File: src/rtl/cic_up_interp_pkg.sv
// Shared DSP helpers for the TX interpolation chain: default widths,
// CIC width/shift derivation, saturation limits and round/saturate.
package cic_up_interp_pkg;

    localparam int CIC_DW     = 16;
    localparam int CIC_N      = 3;
    localparam int CIC_R_LOG2 = 3;
    localparam int WIDE_W     = 64;

    typedef logic signed [WIDE_W-1:0] wide_t;

    // Internal width needed so the comb/integrator chain wraps correctly.
    function automatic int cic_iw(input int dw, input int n, input int r_log2);
        return dw + n * r_log2;
    endfunction

    // Right shift that removes the R^(N-1) DC gain of the zero-stuffed CIC.
    function automatic int cic_shift(input int n, input int r_log2);
        return (n - 1) * r_log2;
    endfunction

    function automatic wide_t sat_max(input int dw);
        return (64'sd1 <<< (dw - 1)) - 64'sd1;
    endfunction

    function automatic wide_t sat_min(input int dw);
        return -(64'sd1 <<< (dw - 1));
    endfunction

    // Round half up, arithmetic shift, then clamp to a dw-bit signed range.
    // Works in a wide domain so the rounding offset can never wrap.
    function automatic wide_t round_sat(input wide_t x, input int shift, input int dw);
        wide_t t;
        t = x;
        if (shift > 0) begin
            t = x + (64'sd1 <<< (shift - 1));
            t = t >>> shift;
        end
        if (t > sat_max(dw)) begin
            t = sat_max(dw);
        end else if (t < sat_min(dw)) begin
            t = sat_min(dw);
        end
        return t;
    endfunction

endpackage

File: src/rtl/cic_up_interp_int_stage.sv
// One CIC integrator: an IW-bit wrap-around accumulator advanced on en.
import cic_up_interp_pkg::*;

module cic_int_stage #(
    parameter int IW = cic_iw(CIC_DW, CIC_N, CIC_R_LOG2)
) (
    input  logic                 clk,
    input  logic                 reset,
    input  logic                 en,
    input  logic signed [IW-1:0] din,
    output logic signed [IW-1:0] acc
);

    // Accumulate on each high-rate tick; overflow wraps by design.
    always_ff @(posedge clk or posedge reset) begin
        if (reset) begin
            acc <= '0;
        end else if (en) begin
            acc <= acc + din;
        end
    end

endmodule

File: src/rtl/cic_up_interp.sv
// CIC interpolator: comb pipeline at the low rate, zero-stuffing hand-off,
// integrators on the high-rate tick, gain normalisation with round/saturate.
import cic_up_interp_pkg::*;

module cic_up_interp #(
    parameter int DW     = CIC_DW,
    parameter int N      = CIC_N,
    parameter int R_LOG2 = CIC_R_LOG2
) (
    input  logic                 clk,
    input  logic                 reset,
    input  logic                 ce_in,
    input  logic signed [DW-1:0] filter_in,
    input  logic                 ce_hi,
    input  logic                 clear_err,
    output logic signed [DW-1:0] filter_out,
    output logic                 ce_out,
    output logic                 overrun
);

    localparam int IW    = cic_iw(DW, N, R_LOG2);
    localparam int SHIFT = cic_shift(N, R_LOG2);

    logic signed [IW-1:0] comb_out;
    logic                 comb_valid;
    logic signed [IW-1:0] comb_hold;
    logic                 pending;
    logic signed [IW-1:0] inject;
    logic signed [IW-1:0] last_acc;
    wide_t                last_wide;

    // Comb chain: each stage is a registered difference that only moves
    // (and only updates its delay) when its input is valid, so back-to-back
    // samples stream through one per clk.
    for (genvar k = 0; k < N; k++) begin : g_comb
        logic signed [IW-1:0] x_in;
        logic                 v_in;
        logic signed [IW-1:0] data_q;
        logic signed [IW-1:0] prev_q;
        logic                 vld_q;

        if (k == 0) begin : g_first
            assign x_in = {{(IW-DW){filter_in[DW-1]}}, filter_in};
            assign v_in = ce_in;
        end else begin : g_next
            assign x_in = g_comb[k-1].data_q;
            assign v_in = g_comb[k-1].vld_q;
        end

        // Difference against the last valid input of this stage.
        always_ff @(posedge clk or posedge reset) begin
            if (reset) begin
                data_q <= '0;
                prev_q <= '0;
                vld_q  <= 1'b0;
            end else begin
                vld_q <= v_in;
                if (v_in) begin
                    data_q <= x_in - prev_q;
                    prev_q <= x_in;
                end
            end
        end
    end

    assign comb_out   = g_comb[N-1].data_q;
    assign comb_valid = g_comb[N-1].vld_q;

    // Zero-stuffing: a held comb result is injected once, otherwise zero.
    assign inject = pending ? comb_hold : '0;

    // Hand-off between the comb and tick domains. A new comb result always
    // loads; if it coincides with a tick the previous hold is the one being
    // consumed on that same edge, so only a result landing on an unconsumed
    // hold without a tick counts as an overrun. Setting beats clearing.
    always_ff @(posedge clk or posedge reset) begin
        if (reset) begin
            comb_hold <= '0;
            pending   <= 1'b0;
            overrun   <= 1'b0;
        end else begin
            if (comb_valid) begin
                comb_hold <= comb_out;
                pending   <= 1'b1;
            end else if (ce_hi) begin
                pending <= 1'b0;
            end

            if (comb_valid && pending && !ce_hi) begin
                overrun <= 1'b1;
            end else if (clear_err) begin
                overrun <= 1'b0;
            end
        end
    end

    // Integrator chain; each stage adds the previous stage's registered
    // value, giving one tick of latency per stage.
    for (genvar k = 0; k < N; k++) begin : g_int
        logic signed [IW-1:0] din;
        logic signed [IW-1:0] acc;

        if (k == 0) begin : g_first
            assign din = inject;
        end else begin : g_next
            assign din = g_int[k-1].acc;
        end

        cic_int_stage #(.IW(IW)) u_stage (
            .clk   (clk),
            .reset (reset),
            .en    (ce_hi),
            .din   (din),
            .acc   (acc)
        );
    end

    assign last_acc  = g_int[N-1].acc;
    assign last_wide = {{(WIDE_W-IW){last_acc[IW-1]}}, last_acc};

    // Normalise, round and saturate on each tick; strobe follows one clk later.
    always_ff @(posedge clk or posedge reset) begin
        if (reset) begin
            filter_out <= '0;
            ce_out     <= 1'b0;
        end else begin
            ce_out <= ce_hi;
            if (ce_hi) begin
                filter_out <= DW'(round_sat(last_wide, SHIFT, DW));
            end
        end
    end

endmodule

File: config.mk
export PLATFORM = sky130hd
export DESIGN_NAME = cic_up_interp
export DESIGN_NICKNAME = d
export VERILOG_FILES = /design/src/rtl/cic_up_interp_pkg.sv /design/src/rtl/cic_up_interp_int_stage.sv /design/src/rtl/cic_up_interp.sv
export SDC_FILE = /design/constraint.sdc
export NUM_CORES = 1
export LEC_CHECK = 0
export ABC_AREA = 1
export BUFFER_PORTS_ARGS = -buffer_cell sky130_fd_sc_hd__clkbuf_2
export CAP_MARGIN = 20
export CELL_PAD_IN_SITES_DETAIL_PLACEMENT = 1
export CELL_PAD_IN_SITES_GLOBAL_PLACEMENT = 2
export CORE_MARGIN = 2
export CORE_UTILIZATION = 37
export CTS_BUF_LIST = sky130_fd_sc_hd__clkbuf_8
export DETAILED_ROUTE_END_ITERATION = 7
export PLACE_DENSITY = 0.82
export SYNTH_ARGS = -nofsm -noshare
export SYNTH_HDL_FRONTEND = slang
export SYNTH_HIERARCHICAL = 1
export SYNTH_SLANG_ARGS = --single-unit
File: constraint.sdc
create_clock -name clk -period 5.7 [get_ports clk]
set_input_delay 0.285 -clock clk [delete_from_list [all_inputs] [get_ports clk]]
set_output_delay 0.285 -clock clk [all_outputs]
set_load 0.01 [all_outputs]
# --- After elaboration in Yosys (flattened, before gate mapping) ---
# Cells that the tools add are included.
op_classes:
  n_addsub: 7
  multipliers: 0
  div: 0
  order_cmp: 2
  eq_ne: 0
  shift: 0
  muxes: 8
  bitwise: 0
  n_reduce_logical: 5
op_table:
  columns: ["operator", "count"]
  rows:
  - ["adder 25 bit", 3]
  - ["> comparator 64 x 16 -> 1 bit (second input constant)", 1]
  - ["less-than comparator 64 x 16 -> 1 bit (second input constant)", 1]
  - ["2-to-1 mux 64 bit", 1]
  - ["subtractor 25 bit", 2]
  - ["2-to-1 mux 16 bit", 2]
  - ["adder 25 x 7 -> 26 bit (second input constant)", 1]
  - ["2-to-1 mux 25 bit", 1]
  - ["subtractor 16 x 16 -> 17 bit", 1]
  - ["2-to-1 mux 1 bit", 4]
  - ["nonzero test 2 bit", 2]
  - ["logical AND 1 bit", 2]
  - ["logical NOT 1 bit", 1]
word_totals:
  register_bits: 263
  latchBits: 0
  mem_bits_rw: 0
  romBits: 0
  in_bits: 21
  output_inout_bits: 18
  word_cells: 39
  n_memories: 0

# --- Logic depth before layout (Yosys ltp) ---
depth:
  ltp_word: 5
  depth_mapped: 16

# --- Hierarchy ---
# The synthesis kept the hierarchy.
by_module_without_submodules:
  columns: ["module", "n_inst", "cells_per_inst", "area_per_inst_um2", "seq_area_each_um2"]
  rows:
  - ["cic_up_interp", 1, 1383, 10274.9, 4304.1]
  - ["cic_int_stage at g_int[0].u_stage ...", 2, 472, 2728.9, 625.6]
  - ["cic_int_stage at g_int[2].u_stage", 1, 470, 2748.9, 625.6]

# --- Least setup slack after synthesis ---
# No wires, ideal clock.
synth_path:
  path_kind: "flip-flop to flip-flop"
  startpoint: "register pending"
  endpoint: "register g_int[0].u_stage.acc[10]"
  arrival_time_ps: 1985
  path_slack_ps: 3597
  path_stages_with_launch: 15
  n_path_buf: 2
  cell_sequence: "dfrtp_1 > clkbuf_1 > clkbuf_1 > nand2_1 > inv_1 > ha_1 > nand2_1 > nand2_1 > nand2_1 > nand2_1 > inv_1 > nand3_1 > or2_2 > nand3_1 > nand2_1"
synth_via:
  elab_chain_len: 2
synth_lines:
  columns: ["element", "line", "rtl"]
  rows:
  - ["start, declared", "cic_up_interp.sv:27", "logic pending;"]
  - ["start signal, assigned", "cic_up_interp.sv:79", "pending <= 1'b0;"]
  - ["start signal, assigned", "cic_up_interp.sv:84", "pending <= 1'b1;"]
  - ["start signal, assigned", "cic_up_interp.sv:86", "pending <= 1'b0;"]
  - ["2-to-1 mux 25 bit", "cic_up_interp.sv:70", "assign inject = pending ? comb_hold : '0;"]
  - ["named net g_int[0].din[7]", "cic_up_interp.sv:100", "logic signed [IW-1:0] din;"]
  - ["adder 25 bit", "cic_up_interp_int_stage.sv:19", "acc <= acc + din;"]
  - ["end signal, assigned", "cic_up_interp_int_stage.sv:19", null]
  - ["end, declared", "cic_up_interp_int_stage.sv:11", "output logic signed [IW-1:0] acc"]
# The timed path passes the listed nets, and every way through them passes these cells.
# A chain may end at the register's enable or synchronous reset.

# --- Worst setup path in the final report ---
layout_path:
  startpoint: "register g_comb[0].data_q[0]"
  endpoint: "register g_comb[1].data_q[20]"
layout_via:
  elab_chain_len: 1
layout_lines:
  columns: ["element", "line", "rtl"]
  rows:
  - ["start, declared", "cic_up_interp.sv:38", "logic signed [IW-1:0] data_q;"]
  - ["start signal, assigned", "cic_up_interp.sv:59", "data_q <= x_in - prev_q;"]
  - ["subtractor 25 bit", "cic_up_interp.sv:59", null]
  - ["end signal, assigned", "cic_up_interp.sv:59", null]
  - ["end, declared", "cic_up_interp.sv:38", null]
# No other way between the ends.

==> out/qor.yml <==
postCtsSetupRepairBufs: 0
rows: 81
worstSetupPathType: "reg -> reg"
cp_slowest_stage_delay_ns: 0.37
finalSetupTns_ns: 0
dp.final_hpwl_mm: 45.0
clock.fmax_ghz: 0.415
min_path_type: "in -> async"
core_um2: 49200
crit_chain: "inv_1 -> ha_1 -> fa_1 -> inv_1 -> nand3_1 -> nand2_1 -> nand2_1 -> nand2_1 -> nand3_1 -> nand2_1 -> nand3_1 -> nand2_1 -> nand2_1 -> nand2_1 -> nand2_1"
insertion_delay_ns: 0.65
gp_congestion: 0.850
gr-total-overflow: 0
dr.pass1.iters: 5
arrival_ns: 2.92
initial_utilization: 0.376
cts.clk_slew.worst_paths_ns: 0.06
fin_ws_ns: 3.29
drv_cap: 0
die_area_um2: 51800
ys_seq_area_frac: 0.334
grt_setup_unrepaired: "false"
synth_edf_count: 0
drt_iter0_drc: 772
mostFrequentLayoutCell: "nand2_1"
holdWs_ns: 0.332
ctsLongestPathBuffers: 3
slowest_stage: "fa_1"
htree_levels: 2
drt_wl_total_mm: 57.0
cp_max_fo: 4
clock-sinks: 247
antenna_cells: 0
wl_per_cell_um: 16.0
grt_max_degree: 116
syn_to_final_growth_pct: 10.7
netlist.area_leader.share: 0.334
startpoint_type: "flip-flop"
synth_seq_cells: 247
skew_ns: 0.0248
cts_root_buf: "clkbuf_8"
cts_made_buffers: 47
fillers: 6498
yosys-top-cells-area: "dfrtp_1, nand2_1, ha_1"
worst_pin_slew_ns: 1.07
synth_top_area_cell: "dfrtp_1"
synthArstFlopShare: 1.00
die_w_um: 227
ant_nets: 0
multi_input_area_um2: 10500
cellLeakagePower_nw: 11.3
grt_usage: 0.227
p_per_area_nw_per_um2: 615
avgViaCountPerCell: 4.87
cts_tree: "yes"
cpMostUsedCell: "nand2_1"
cts_resized: 0
cpLargestDelayFamily: "simple AND/OR/NAND/NOR gates"
crit_required_ns: 6.21
drive_gt1_frac: 0.0668
mappedNetlistNets: 2955
grt_first_pass_wirelength_mm: 93.9
ys_warn_count: 6
period_share: 0.422
crit_buf_inv: 2
dieHeight_um: 227
io_buffers: 38
syn_inst: 2797
yosysUniqueCellTypes: 43
cp-end-kind: "flip-flop"
syn_avg_cell_area_um2: 6.61
grt_pass1_vias: 18220
slew_headroom: 0.289
place_ws_ns: 2.77
syn_area_um2: 18500
hold_violations: 0
final_cell_mix: "nand2_1, inv_1, dfrtp_1, nand3_1, nor2_1"
setup_viol: 0
ios: 39
min_period_ns: 2.41
slew_violations: 0
fin_nets: 3017
seq_area_um2: 6180
antenna_found_initial: 0
outcome: "finished, final reports clean"
route.detailed.drc: 0
synthFlopType: "dfrtp_1"
irDropWorstVdd_mv: 0.250
via_count: 17301
## layout make-up
class | count | share of cell area
clock buffer | 58 | 0.0390
sequential | 247 | 0.302
tap | 664 | 0.0406
inverter | 424 | 0.0782
multi-input combinational | 2073 | 0.512
timing repair buffer | 66 | 0.0231
clock inverter | 22 | 0.00514
## sequential cells by signal (all words and copies together) (netlist names), 2 cells and up
name	count
g_comb.data_q	42
g_comb.vld_q	2
g_comb.prev_q	58
comb_hold	25
g_int.u_stage/acc	75
comb_out	25
filter_out	16
## power breakdown
group	total [mW]	internal, mW	switching (mW)
combinational	7.58	2.68	4.91
sequential	3.24	2.46	0.786
clock	1.75	0.915	0.831
total	12.6	6.05	6.52
## worst min-delay path, stage by stage
cell and delay (ns):
dlygate4sd3_1 0.54, clkbuf_2 0.22, inv_1 0.35
## synthesized netlist by cell type, types with 4 or more instances
master	number
o21a_1	7
nand2_2	34
a31oi_1	12
nand3b_1	22
nor3_1	14
nor2_1	154
o21ai_1	8
inv_1	421
or2_2	8
nor2_4	9
xor2_1	16
fa_1	6
and2_1	4
clkbuf_1	45
xnor2_1	46
a21oi_1	99
o21bai_1	5
or2_1	5
nand3_1	168
o21ai_0	151
nand4_1	32
nor2_2	17
ha_1	131
dfrtp_1	247
nand2_1	1106
## per-layer routing
layer	routed length [µm]	vias up	track usage
li1	-	8842	-
met1	27300	8245	0.300
met2	27100	140	0.393
met3	1330	74	0.0305
met4	1250	0	0.0563
met5	0	-	0
## kinds of logic after synthesis
logic type | share of synthesized area
DFF | 0.334
and+or+nand+nor | 0.359
buffers and inverters | 0.0995
adders and majority gates | 0.0952
xor gates and xnor gates | 0.0294
AOI/OAI and AO/OA | 0.0828
## final timing paths
check                      depth (start not counted)  slack, ns                       startpoint                              endpoint
max in group asynchronous                          4       3.91                            reset       g_comb[0].prev_q[2]$_DFFE_PP0P_
min in group clk                                   1       0.33                            ce_in             g_comb[0].vld_q$_DFF_PP0_
hold reg to reg                                    2       0.47        comb_hold[17]$_DFFE_PP0P_             comb_hold[17]$_DFFE_PP0P_
setup reg to reg                                  15       3.29  g_comb[0].data_q[0]$_DFFE_PP0P_      g_comb[1].data_q[20]$_DFFE_PP0P_
setup / recovery                                  15       3.29  g_comb[0].data_q[0]$_DFFE_PP0P_      g_comb[1].data_q[20]$_DFFE_PP0P_
hold / removal                                     3       0.33                            reset  g_int[2].u_stage/acc[18]$_DFFE_PP0P_
## what timing repair did
| action | in CTS | in global routing |
|---|---|---|
| hold endpoints to repair | 171 | 0 |
| endpoints found under the setup margin | 0 | 0 |
| hold buffers | 18 | 0 |
## per-stage QoR
| step | area, µm² | utilization | cells | total power, mW |
|---|---|---|---|---|
| floorplan | 18500 | - | 2797 | 8.70 |
| global placement | 19300 | 0.393 | 3454 | 10.6 |
| detailed placement | 19300 | 0.393 | 3454 | 10.9 |
| CTS | 20400 | 0.415 | 3552 | 12.7 |
| global route | 20500 | 0.416 | 3554 | 14.0 |
| finish | 20500 | 0.416 | 3554 | 12.6 |
No activity file was read; power rests on OpenSTA's default activity.
